==> src/rtl/lc3b_mem_arbiter.sv <==
// lc3b_mem_arbiter: shares one physical memory port between the LC-3b
// instruction-fetch requester (I) and the data load/store requester (D).
// One requester owns the port at a time. Its transaction is forwarded
// downstream, and resp/rdata go back to that requester only.
// There is always one idle cycle between grants, so a requester that has
// just deasserted its request cannot be granted again.
// Optional build macro: MEMARB_RR_EN. When it is defined, a tie is broken by
// round-robin on a last_grant flop instead of the fixed D_PRIORITY order.
module lc3b_mem_arbiter #(
  parameter int ADDR_W     = 16,
  parameter int DATA_W     = 16,
  parameter int D_PRIORITY = 1
) (
  input  logic                clk,
  input  logic                rst_n,
  input  logic                i_read,
  input  logic [ADDR_W-1:0]   i_address,
  output logic                i_resp,
  output logic [DATA_W-1:0]   i_rdata,
  input  logic                d_read,
  input  logic                d_write,
  input  logic [ADDR_W-1:0]   d_address,
  input  logic [DATA_W-1:0]   d_wdata,
  input  logic [DATA_W/8-1:0] d_byte_enable,
  output logic                d_resp,
  output logic [DATA_W-1:0]   d_rdata,
  output logic                pmem_read,
  output logic                pmem_write,
  output logic [ADDR_W-1:0]   pmem_address,
  output logic [DATA_W-1:0]   pmem_wdata,
  output logic [DATA_W/8-1:0] pmem_byte_enable,
  input  logic                pmem_resp,
  input  logic [DATA_W-1:0]   pmem_rdata,
  output logic                busy
);

  localparam logic [1:0] S_IDLE  = 2'b00;
  localparam logic [1:0] S_GNT_I = 2'b01;
  localparam logic [1:0] S_GNT_D = 2'b10;

  logic [1:0] r_state;
  logic [1:0] w_state_nxt;
  logic       w_i_req;
  logic       w_d_req;
  logic       w_tie_d;
  logic       w_pick_d;

  assign w_i_req  = i_read;
  assign w_d_req  = d_read | d_write;
  assign w_pick_d = w_d_req & (~w_i_req | w_tie_d);

`ifdef MEMARB_RR_EN
  // r_last_d is 1 when the most recent grant went to D.
  logic r_last_d;

  assign w_tie_d = ~r_last_d;

  // Record the winner each time a grant is issued from idle.
  always_ff @(posedge clk or negedge rst_n) begin
    if (!rst_n) begin
      r_last_d <= 1'b0;
    end else if ((r_state == S_IDLE) && (w_i_req | w_d_req)) begin
      r_last_d <= w_pick_d;
    end
  end
`else
  assign w_tie_d = (D_PRIORITY != 0);
`endif

  // Choose the next owner from idle; release on completion or abort.
  always_comb begin
    w_state_nxt = r_state;
    case (r_state)
      S_IDLE: begin
        if (w_i_req | w_d_req) begin
          w_state_nxt = w_pick_d ? S_GNT_D : S_GNT_I;
        end
      end
      S_GNT_I: begin
        if (pmem_resp | ~w_i_req) begin
          w_state_nxt = S_IDLE;
        end
      end
      S_GNT_D: begin
        if (pmem_resp | ~w_d_req) begin
          w_state_nxt = S_IDLE;
        end
      end
      default: w_state_nxt = S_IDLE;
    endcase
  end

  // The state register is the registered grant. Reset returns it to idle.
  always_ff @(posedge clk or negedge rst_n) begin
    if (!rst_n) begin
      r_state <= S_IDLE;
    end else begin
      r_state <= w_state_nxt;
    end
  end

  // Steer the owner's request downstream and the response back to it.
  // Request levels pass straight through, so an abort drops them at once.
  always_comb begin
    pmem_read        = 1'b0;
    pmem_write       = 1'b0;
    pmem_address     = '0;
    pmem_wdata       = '0;
    pmem_byte_enable = '0;
    i_resp           = 1'b0;
    i_rdata          = '0;
    d_resp           = 1'b0;
    d_rdata          = '0;
    busy             = 1'b0;
    case (r_state)
      S_GNT_I: begin
        busy         = 1'b1;
        pmem_read    = i_read;
        pmem_address = i_address;
        i_resp       = pmem_resp;
        i_rdata      = pmem_rdata;
      end
      S_GNT_D: begin
        busy             = 1'b1;
        pmem_read        = d_read;
        pmem_write       = d_write & ~d_read;
        pmem_address     = d_address;
        pmem_wdata       = d_wdata;
        pmem_byte_enable = d_byte_enable;
        d_resp           = pmem_resp;
        d_rdata          = pmem_rdata;
      end
      default: ;
    endcase
  end

endmodule
==> config.mk <==
export PLATFORM = sky130hd
export DESIGN_NAME = lc3b_mem_arbiter
export DESIGN_NICKNAME = d
export VERILOG_FILES = /design/src/rtl/lc3b_mem_arbiter.sv
export SDC_FILE = /design/constraint.sdc
export NUM_CORES = 1
export LEC_CHECK = 0
export ABC_AREA = 1
export BUFFER_PORTS_ARGS = -buffer_cell sky130_fd_sc_hd__buf_2
export CORE_ASPECT_RATIO = 1.2
export CORE_MARGIN = 2
export CORE_UTILIZATION = 32
export CTS_CLUSTER_DIAMETER = 200
export DETAILED_ROUTE_END_ITERATION = 6
export PLACE_DENSITY = 0.94
export SLEW_MARGIN = 20
export SYNTH_ARGS = -nofsm -noshare
export SYNTH_HDL_FRONTEND = slang
export SYNTH_SLANG_ARGS = --single-unit
==> constraint.sdc <==
create_clock -name clk -period 2.1 [get_ports clk]
set_clock_uncertainty 0.15 [all_clocks]
set_input_delay 0.21 -clock clk [delete_from_list [all_inputs] [get_ports clk]]
set_output_delay 0.21 -clock clk [all_outputs]
set_load 0.01 [all_outputs]
# == Yosys cells after proc, flatten, opt, wreduce, memory -nomap -nowiden ==
# Cells that the tools add are included.
# totals
inputBits,72
ff_bits,2
word_cells,32
output_inout_bits,71
# op_classes
n_eq_ne,5
reduce_logical,3
bitwise_logic,8
n_mux,15
# ops
op,n
2-to-1 mux 16 bit,3
case mux 16 bit (2 select lines),1
2-to-1 mux 2 bit,5
"!= test 2 bit, second input constant",3
case mux 2 bit (3 select lines),1
2-to-1 mux 1 bit,4
OR 1 bit,4
NOT 1 bit,3
AND reduction 3 bit,1
"equality test 2 x 1 -> 1 bit, second input constant",1
"equality test 2 bit, second input constant",1
zero test 2 bit,1
case mux 1 bit (2 select lines),1
OR reduction 2 bit,1
AND 1 bit,1

# == Logic depth before layout (Yosys ltp) ==
# Gate-level depths: netlist of the first run.
# depth
depth_word,5
mapped_depth,8
mapped_depth_nobuf,7

# == Worst setup path after synthesis of the first run ==
# OpenSTA, ideal clock, no wires.
# synth_path
path_type,register -> output
start,register r_state[1]
end,output port pmem_address[10]
t_arrival_ns,1.232
path_slack_ns,0.508
path_stages_with_launch,6
path_buffers,1
required_time_ns,1.740
path_cell_list,dfrtp_1 inv_1 ha_1 inv_2 buf_2 a21oi_1
# synth_between
elab_chain_cells,2
word_cells_on_any_way,3
cone_classes,eq/ne (2); mux (1)
# synth_lines
item,line,source
from (decl),41,logic [1:0] r_state;
from (signal assigned),98,r_state <= w_state_nxt;
equality test 2 bit / equality test 2 x 1 -> 1 bit (equally long branches),115,case (r_state)
case mux 16 bit (2 select lines) *,115,
to (decl),29,"output logic [ADDR_W-1:0] pmem_address,"
# Every way passes the cells marked *; elsewhere a longest branch is shown, timed or not.

# == Worst setup path in the final report of the first run ==
# layout_path
start,register r_state[1]
end,output port pmem_read
# layout_between
elab_chain_cells,2
word_cells_on_any_way,3
cone_classes,eq/ne (2); mux (1)
# layout_lines
item,line,source
equality test 2 bit / equality test 2 x 1 -> 1 bit (equally long branches),115,
case mux 1 bit (2 select lines) *,115,
to (decl),27,"output logic pmem_read,"
# Marked as above.

==> flow_summary.toml, run 1 <==
[layout]
final_cells = 373
reg_top3 = "r_state (2)"
n_antenna_cell = 0
final_common_cell = "buf_2"
final_core_util_pct = 59.3
areaGrowthSynthToFinish_pct = 76.9
fillers = 279
largest_reg_flops = 2
regMostFlops = "r_state"
layout_common_cells = "buf_2, nand2_1, inv_1"
final_cell_area_mm2 = 0.00167
drive_gt1_share_pct = 47.2
finalNetCount = 417

[yosys]
netlist.area_leader.share_pct = 36.7
synth_xor_area_share_pct = 0
synth_warnings = 0
synthMuxAreaShare_pct = 0
synthTopCellsByArea = "nand2_1, inv_1, a21oi_1, dfrtp_1, ha_1"
syn_nets = 275
syn_inst = 199
synth_top_family_by_area = "simple AND/OR/NAND/NOR gates"
synth-compound-area-share_pct = 10.2
synth.distinct_cells = 16
synth_area_per_cell_um2 = 4.73
synth-seq-area-share_pct = 5.31
synth_top_cell_by_area = "nand2_1"
yosys_register_bits = 2
synth-simple-area-share_pct = 44.8
synth_area_um2 = 942
synthAdderAreaFrac_pct = 5.31

[floorplan]
fp.dieH_um = 63.4
design.core.area_mm2 = 0.00281
die_x_um = 53.5
die-area_mm2 = 0.00340
start_util_pct = 33.5
io_pins = 143
row_count = 21

[global_routing]
grt_max_degree = 28
grt_pass1_vias = 1401
grt_overflow = 0
grt_pass1_wl_mm = 5.49
grt_util_all_layers_pct = 20.9
antenna_found_initial = 0

[job]
maxCapViolCount = 0

[critical_path]
crit_path_end_kind = "output pin"
worstSetupPathType = "reg2out"
rrSetupSlack_ps = 540
start_kind = "register"
crit_required_ps = 1740
r2r_start = "r_state[1]"
critical-path-max-stage-delay_ps = 400
crit_slowest_cell = "dfrtp_1"
reg2reg_to = "r_state[1]"
crit_chain = "inv_1 -> ha_1 -> buf_4 -> nand2_1 -> a21oi_1 -> buf_2"
arrival_ps = 1570
critPathMaxFanout = 27
r2r_cells = 8
crit_start = "r_state[1]"

[routing]
vias = 1593
drtIter0Drc = 21
detail-route-antenna-nets = 0
drc = 0
first_pass_iters = 4
viasPerCell = 4.27
wl_per_cell_um = 9.30
drt-total-wl_mm = 3.47

[pwr]
powerDensity_mw_per_mm2 = 794
total_leakage_power_nw = 1.43
p_total_mw = 1.32
ir_worst_vdd_uv = 737

[place]
portBuffers = 142
place_ws_ps = 402
postPlaceCellArea_mm2 = 0.00163
place_congestion = 0.830
dpl.hpwl_mm = 2.96
placed_cells = 369

[sta]
rsz0062_at_grt = "false"
drv_slew = 0
setup_viol = 0
fmax_mhz = 519
worstMarginPinSlew_ps = 311
setup_tns_ps = 0
fin_ws_ps = 172
post-route-period-util_pct = 91.8
hold_viol = 0
min_period_ps = 1930
whs_ps = 154
relSlewSlack_pct = 79.2

[run_status]
outcome = "completed"

[clock_network]
path_clk_slew_ps = 30
post_cts_buffers = 0
cts_tree = "built"
clkLatencyLatePin_ps = 230
cts_made_buffers = 3
clockBufferDepth = 2
cts_root_buffer = "clkbuf_4"
htreeDepth = 1
cts.sinks = 2

[hold_path]
hold_depth = 3
min_from = "i_read"
hold_end = "r_state[0]"
hp-class = "in2reg"
-- worst max path at each step --
stage / endpoint / cells past startpoint
finish: pmem_read / 6
detailed placement: pmem_read / 6
global route: pmem_address[15] / 6
global placement: pmem_read / 6
floorplan: pmem_address[10] / 5
CTS: pmem_read / 6
-- power by group --
group / switching [mW] / internal [mW] / leakage (nW) / total [mW]
clock: 0.0238 / 0.0632 / 0.0138 / 0.0870
sequential: 0.0122 / 0.0512 / 0.0258 / 0.0635
combinational: 0.723 / 0.450 / 1.39 / 1.17
total: 0.759 / 0.565 / 1.43 / 1.32
-- repair_timing --
action | CTS | global route
resized for setup | 0 | 0
hold endpoints to repair | 2 | 0
hold buffers | 1 | 0
-- cells by family after synthesis --
group                    after synthesis
AND/OR/NAND/NOR                      105
buffers and inverters                 71
AO/OA/AOI/OAI                         17
adder cells (fa/ha/maj)                4
flip-flops                             2
-- metal layers --
metal	vias to the layer above	part of all wire, %	track usage, %
li1	835	-	-
met1	669	35	20.2
met2	85	54	41.8
met3	4	10	2.61
met4	0	0.52	7.05
met5	-	0	0
-- critical path, delay by kind of cell, from the launching register on --
family	cells	cell delay [ps]
AOI/OAI and AO/OA	1	140
adders and majority gates	1	160
buffers and inverters	3	510
and+or+nand+nor	1	120
DFF	1	400
-- cell usage after synthesis (all sizes together) --
library cell / n
nand2: 96
inv: 60
a21oi: 17
buf: 11
ha: 4
nand3: 4
nor2: 4
dfrtp: 2
nand4: 1
-- area by class of cell --
class	instances	area [µm²]	area share, %
Timing Repair Buffer	148	758	45.5
Multi-Input combinational cell	126	568	34.1
Inverter	60	225	13.5
Sequential cell	2	50.0	3.00
Tap cell	34	42.5	2.55
Clock buffer	3	22.5	1.35
Power figures use the tool's default switching activity.
==> run 2: changes to the inputs <==
Settings changed: CELL_PAD_IN_SITES_DETAIL_PLACEMENT from default to 0, CELL_PAD_IN_SITES_GLOBAL_PLACEMENT from default to 1, CORE_UTILIZATION 32 to 16, PLACE_DENSITY 0.94 to 0.91.
==> run 2 against run 1 <==
  * Worst setup slack improved by 71 ps
  * Global-route usage decreased by 11 points
  * Die area increased by 92%
  * Design area increased by 5.1%
  * Combinational power about the same
  * Clock power increased by 72%
  * Sequential share of layout area decreased by 0.15 points
  * Critical endpoint unchanged
==> flow_summary.toml, run 2 (synthesized netlist as in run 1, its figures left out) <==
[routing]
vias = 1573
drc = 0
drtIter0Drc = 49
viasPerCell = 3.76
detail-route-antenna-nets = 0
wl_per_cell_um = 8.32
first_pass_iters = 4
drt-total-wl_mm = 3.48

[global_routing]
antenna_found_initial = 0
grt_pass1_vias = 1271
grt_pass1_wl_mm = 5.10
grt_overflow = 0
grt_util_all_layers_pct = 9.73
grt_max_degree = 38

[critical_path]
crit_path_end_kind = "output pin"
start_kind = "register"
arrival_ps = 1500
crit_slowest_cell = "dfrtp_1"
critical-path-max-stage-delay_ps = 400
crit_required_ps = 1740
crit_chain = "inv_1 -> ha_1 -> buf_6 -> nand2_1 -> a21oi_1 -> buf_2"
worstSetupPathType = "reg2out"
critPathMaxFanout = 26

[clock_network]
path_clk_slew_ps = 30
post_cts_buffers = 0
clockBufferDepth = 2
clkLatencyLatePin_ps = 210
cts.sinks = 2
cts_tree = "built"
cts_made_buffers = 3
htreeDepth = 1
cts_root_buffer = "clkbuf_8"

[sta]
drv_slew = 0
rsz0062_at_grt = "false"
post-route-period-util_pct = 88.4
fmax_mhz = 539
whs_ps = 175
min_period_ps = 1860
worstMarginPinSlew_ps = 329
hold_viol = 0
relSlewSlack_pct = 78.1
setup_viol = 0
setup_tns_ps = 0

[pwr]
total_leakage_power_nw = 1.44
powerDensity_mw_per_mm2 = 804
ir_worst_vdd_uv = 654

[run_status]
outcome = "completed"

[place]
portBuffers = 142
dpl.hpwl_mm = 2.91
place_congestion = 0.708

[layout]
largest_reg_flops = 2
finalNetCount = 416
fillers = 623
regMostFlops = "r_state"
areaGrowthSynthToFinish_pct = 85.9
layout_common_cells = "buf_2, nand2_1, inv_1"
n_antenna_cell = 0
final_common_cell = "buf_2"
reg_top3 = "r_state (2)"
drive_gt1_share_pct = 47.0

[floorplan]
die_x_um = 74.1
die-area_mm2 = 0.00652
start_util_pct = 16.6
row_count = 30
design.core.area_mm2 = 0.00567
io_pins = 143
fp.dieH_um = 88.1

[hold_path]
hp-class = "in2async"

[job]
maxCapViolCount = 0
## run 2: cell type report
class	count	area, µm²	area share [%]
clock buffer	3	41.3	2.36
inverter	60	225	12.9
multi-input combinational	126	568	32.4
sequential	2	50.0	2.86
tap	80	100	5.71
timing repair buffer	147	767	43.8
## run 2: what timing repair did
item,4_1_cts,5_1_grt
endpoints found under the setup margin,0,2
hold buffers,1,0
hold endpoints to repair,2,0
gates resized for setup,0,1
## run 2: routing by layer
layer  global-route usage, %  share of wire, %  vias up
met5                       0                 0        -
met4                    2.48              0.29        0
li1                        -                 -      830
met1                    9.36                38      654
met2                    20.9                53       87
met3                    1.04               9.5        2
## run 2: worst paths after layout
kind | start | to | slack [ps] | depth (start not counted)
max reg2reg | r_state[1] | r_state[1] | 610 | 8
max in group asynchronous | rst_n | r_state[0] | 1530 | 2
min in group clk | i_read | r_state[0] | 180 | 3
min | rst_n | r_state[1] | 170 | 2
min reg2reg | r_state[0] | r_state[0] | 350 | 2
max | r_state[1] | pmem_read | 240 | 6
## run 2: worst max-delay path: cells and delay by family (launching register included)
family                   cells  cell delay (ps)
buffers and inverters        3              470
flip-flops                   1              400
adder cells (fa/ha/maj)      1              180
AO/OA/AOI/OAI                1              140
AND/OR/NAND/NOR              1              100
## run 2: metrics by stage
stage	cells	instance area, µm²	power, mW	worst slack (ps)	util [%]
finish	418	1750	1.41	243	30.9
detailed placement	414	1700	1.28	390	29.9
global route	418	1750	1.60	59.6	30.9
floorplan	199	942	0.850	508	-
CTS	418	1750	1.44	156	30.8
global placement	414	1700	1.27	413	29.9
## run 2: power breakdown
group / total [mW] / switching, mW / internal, mW
clock: 0.150 / 0.0293 / 0.121
sequential: 0.0634 / 0.0121 / 0.0513
combinational: 1.19 / 0.728 / 0.467
==> run 3: changes to the inputs <==
--- a/config.mk
+++ b/config.mk
@@ -13,6 +13,6 @@
 export CORE_MARGIN = 2
-export CORE_UTILIZATION = 16
+export CORE_UTILIZATION = 14
 export CTS_CLUSTER_DIAMETER = 200
 export DETAILED_ROUTE_END_ITERATION = 6
-export PLACE_DENSITY = 0.91
+export PLACE_DENSITY = 0.85
 export SLEW_MARGIN = 20
==> constraint.sdc (replaced) <==
create_clock -name clk -period 1.6 [get_ports clk]
set_clock_uncertainty 0.15 [all_clocks]
set_input_delay 0.32 -clock clk [delete_from_list [all_inputs] [get_ports clk]]
set_output_delay 0.32 -clock clk [all_outputs]
set_load 0.01 [all_outputs]
==> run 3 against run 2 <==
  * The flow now finishes with violations (setup timing)
  * Combinational power rose by 110%
  * Core utilization grew 5.0 points
  * Register-to-register slack got worse by 610 ps
  * Die area is 14% higher
  * Worst setup slack worse by 510 ps
  * Critical path depth grew 1
  * Wire length up 33%
  * Non-clock buffer count is 12 higher
  * Sequential power is 34% higher
  * Flip-flop and latch count unchanged
  * Largest cell class unchanged
  * Highest routed layer unchanged
==> flow_summary.toml, run 3 (synthesized netlist as in run 1, its figures left out) <==
[run_status]
outcome = "finished, violations left"
violations = "setup timing"

[place]
place_congestion = 0.787
place_ws_ps = -116
portBuffers = 142
dpl.hpwl_mm = 3.13
placed_cells = 424

[layout]
final_core_util_pct = 35.9
areaGrowthSynthToFinish_pct = 147
regMostFlops = "r_state"
final-seq-area_um2 = 51.3
finalNetCount = 428
multi_input_area_um2 = 786
drive_gt1_share_pct = 67.1
largest_reg_flops = 2
final_cells = 435
n_antenna_cell = 0
layout_common_cells = "buf_2, nand2_1, inv_1"
reg_top3 = "r_state (2)"
fillers = 698
final_common_cell = "buf_2"

[clock_network]
cts_root_buffer = "clkbuf_8"
cts_tree = "built"
clkLatencyLatePin_ps = 210
cts_made_buffers = 3
htreeDepth = 1
path_clk_slew_ps = 30
cts.sinks = 2
clockBufferDepth = 2

[critical_path]
arrival_ps = 1400
worstSetupPathType = "reg2out"
r2r_start = "r_state[1]"
path_common_cell = "inv_2"
critPathMaxFanout = 7
crit_start = "r_state[1]"
start_kind = "register"
crit_path_end_kind = "output pin"
crit_chain = "inv_2 -> ha_4 -> buf_8 -> buf_12 -> nand2_4 -> inv_2 -> buf_6"
critical-path-max-stage-delay_ps = 380
crit_slowest_cell = "dfrtp_1"
crit_required_ps = 1130

[global_routing]
grt_util_all_layers_pct = 9.99
grt_overflow = 0
grt_pass1_wl_mm = 5.97
antenna_found_initial = 0
grt_pass1_vias = 1433
grt_max_degree = 20

[floorplan]
row_count = 32
die-area_mm2 = 0.00740
die_x_um = 78.9
fp.dieH_um = 93.9
start_util_pct = 14.5
design.core.area_mm2 = 0.00649
io_pins = 143

[sta]
fmax_mhz = 534
relSlewSlack_pct = 88.9
worstMarginPinSlew_ps = 166
post-route-period-util_pct = 117
min_period_ps = 1870
hold_viol = 0
fin_ws_ps = -271
setup_viol = 71
drv_slew = 0
rsz0062_at_grt = "true"

[hold_path]
hp-class = "in2reg"
min_from = "i_read"

[routing]
viasPerCell = 3.88
drtIter0Drc = 7
vias = 1688
first_pass_iters = 2
drc = 0
drt-total-wl_mm = 4.62
wl_per_cell_um = 10.6
detail-route-antenna-nets = 0

[job]
maxCapViolCount = 0

[pwr]
powerDensity_mw_per_mm2 = 1170
ir_worst_vdd_uv = 1040
total_leakage_power_nw = 1.61
[run 3: path summary, 6_finish.rpt]
path	endpoint	cells after the start	slack, ps
max in group asynchronous	r_state[0]	2	890
worst max register to register	r_state[0]	8	0
min in group asynchronous	r_state[1]	2	300
worst max-delay path	i_rdata[14]	7	-270
worst min register to register	r_state[0]	2	420
worst min-delay path	r_state[0]	3	280
[run 3: cell type report]
cell class,instances,share of cell area [%]
timing repair buffer,159,47.6
multi-input combinational,126,33.7
inverter,60,10.1
tap,85,4.56
sequential,2,2.20
clock buffer,3,1.77
[run 3: power by group]
| group | internal [mW] | total [mW] | switching (mW) |
|---|---|---|---|
| sequential | 0.0680 | 0.0849 | 0.0169 |
| combinational | 1.15 | 2.44 | 1.29 |
| clock | 0.159 | 0.198 | 0.0386 |
[run 3: per-stage QoR]
step | total power [mW] | TNS [ps] | area (µm²) | hold slack, ps
finish | 2.72 | -15690 | 2330 | 283
global route | 2.97 | -20580 | 2330 | 287
CTS | 2.37 | -16670 | 1970 | 274
detailed placement | 1.83 | -3780 | 1800 | -41.4
global placement | 1.82 | -1950 | 1800 | -37.0
floorplan | 1.20 | -86.8 | 987 | -126
[run 3: repair_timing]
item,CTS,global route
pin swaps,3,12
hold buffers,1,0
endpoints found under the hold margin,2,0
resized for setup,22,82
buffers inserted,1,0
gates cloned,1,5
endpoints found under the setup margin,71,73
[run 3: metal layers]
metal	up-vias	global-route usage [%]	wire [µm]
met4	0	3.30	39
met1	750	9.57	1610
li1	853	-	-
met2	83	20.9	2650
met3	2	1.63	317
met5	-	0	0
[run 3: critical path, delay by kind of cell, from the launching register on]
family / cells / cell delay [ps]
buffers and inverters: 5 / 550
AND/OR/NAND/NOR: 1 / 50
flip-flops: 1 / 380
adder cells (fa/ha/maj): 1 / 190
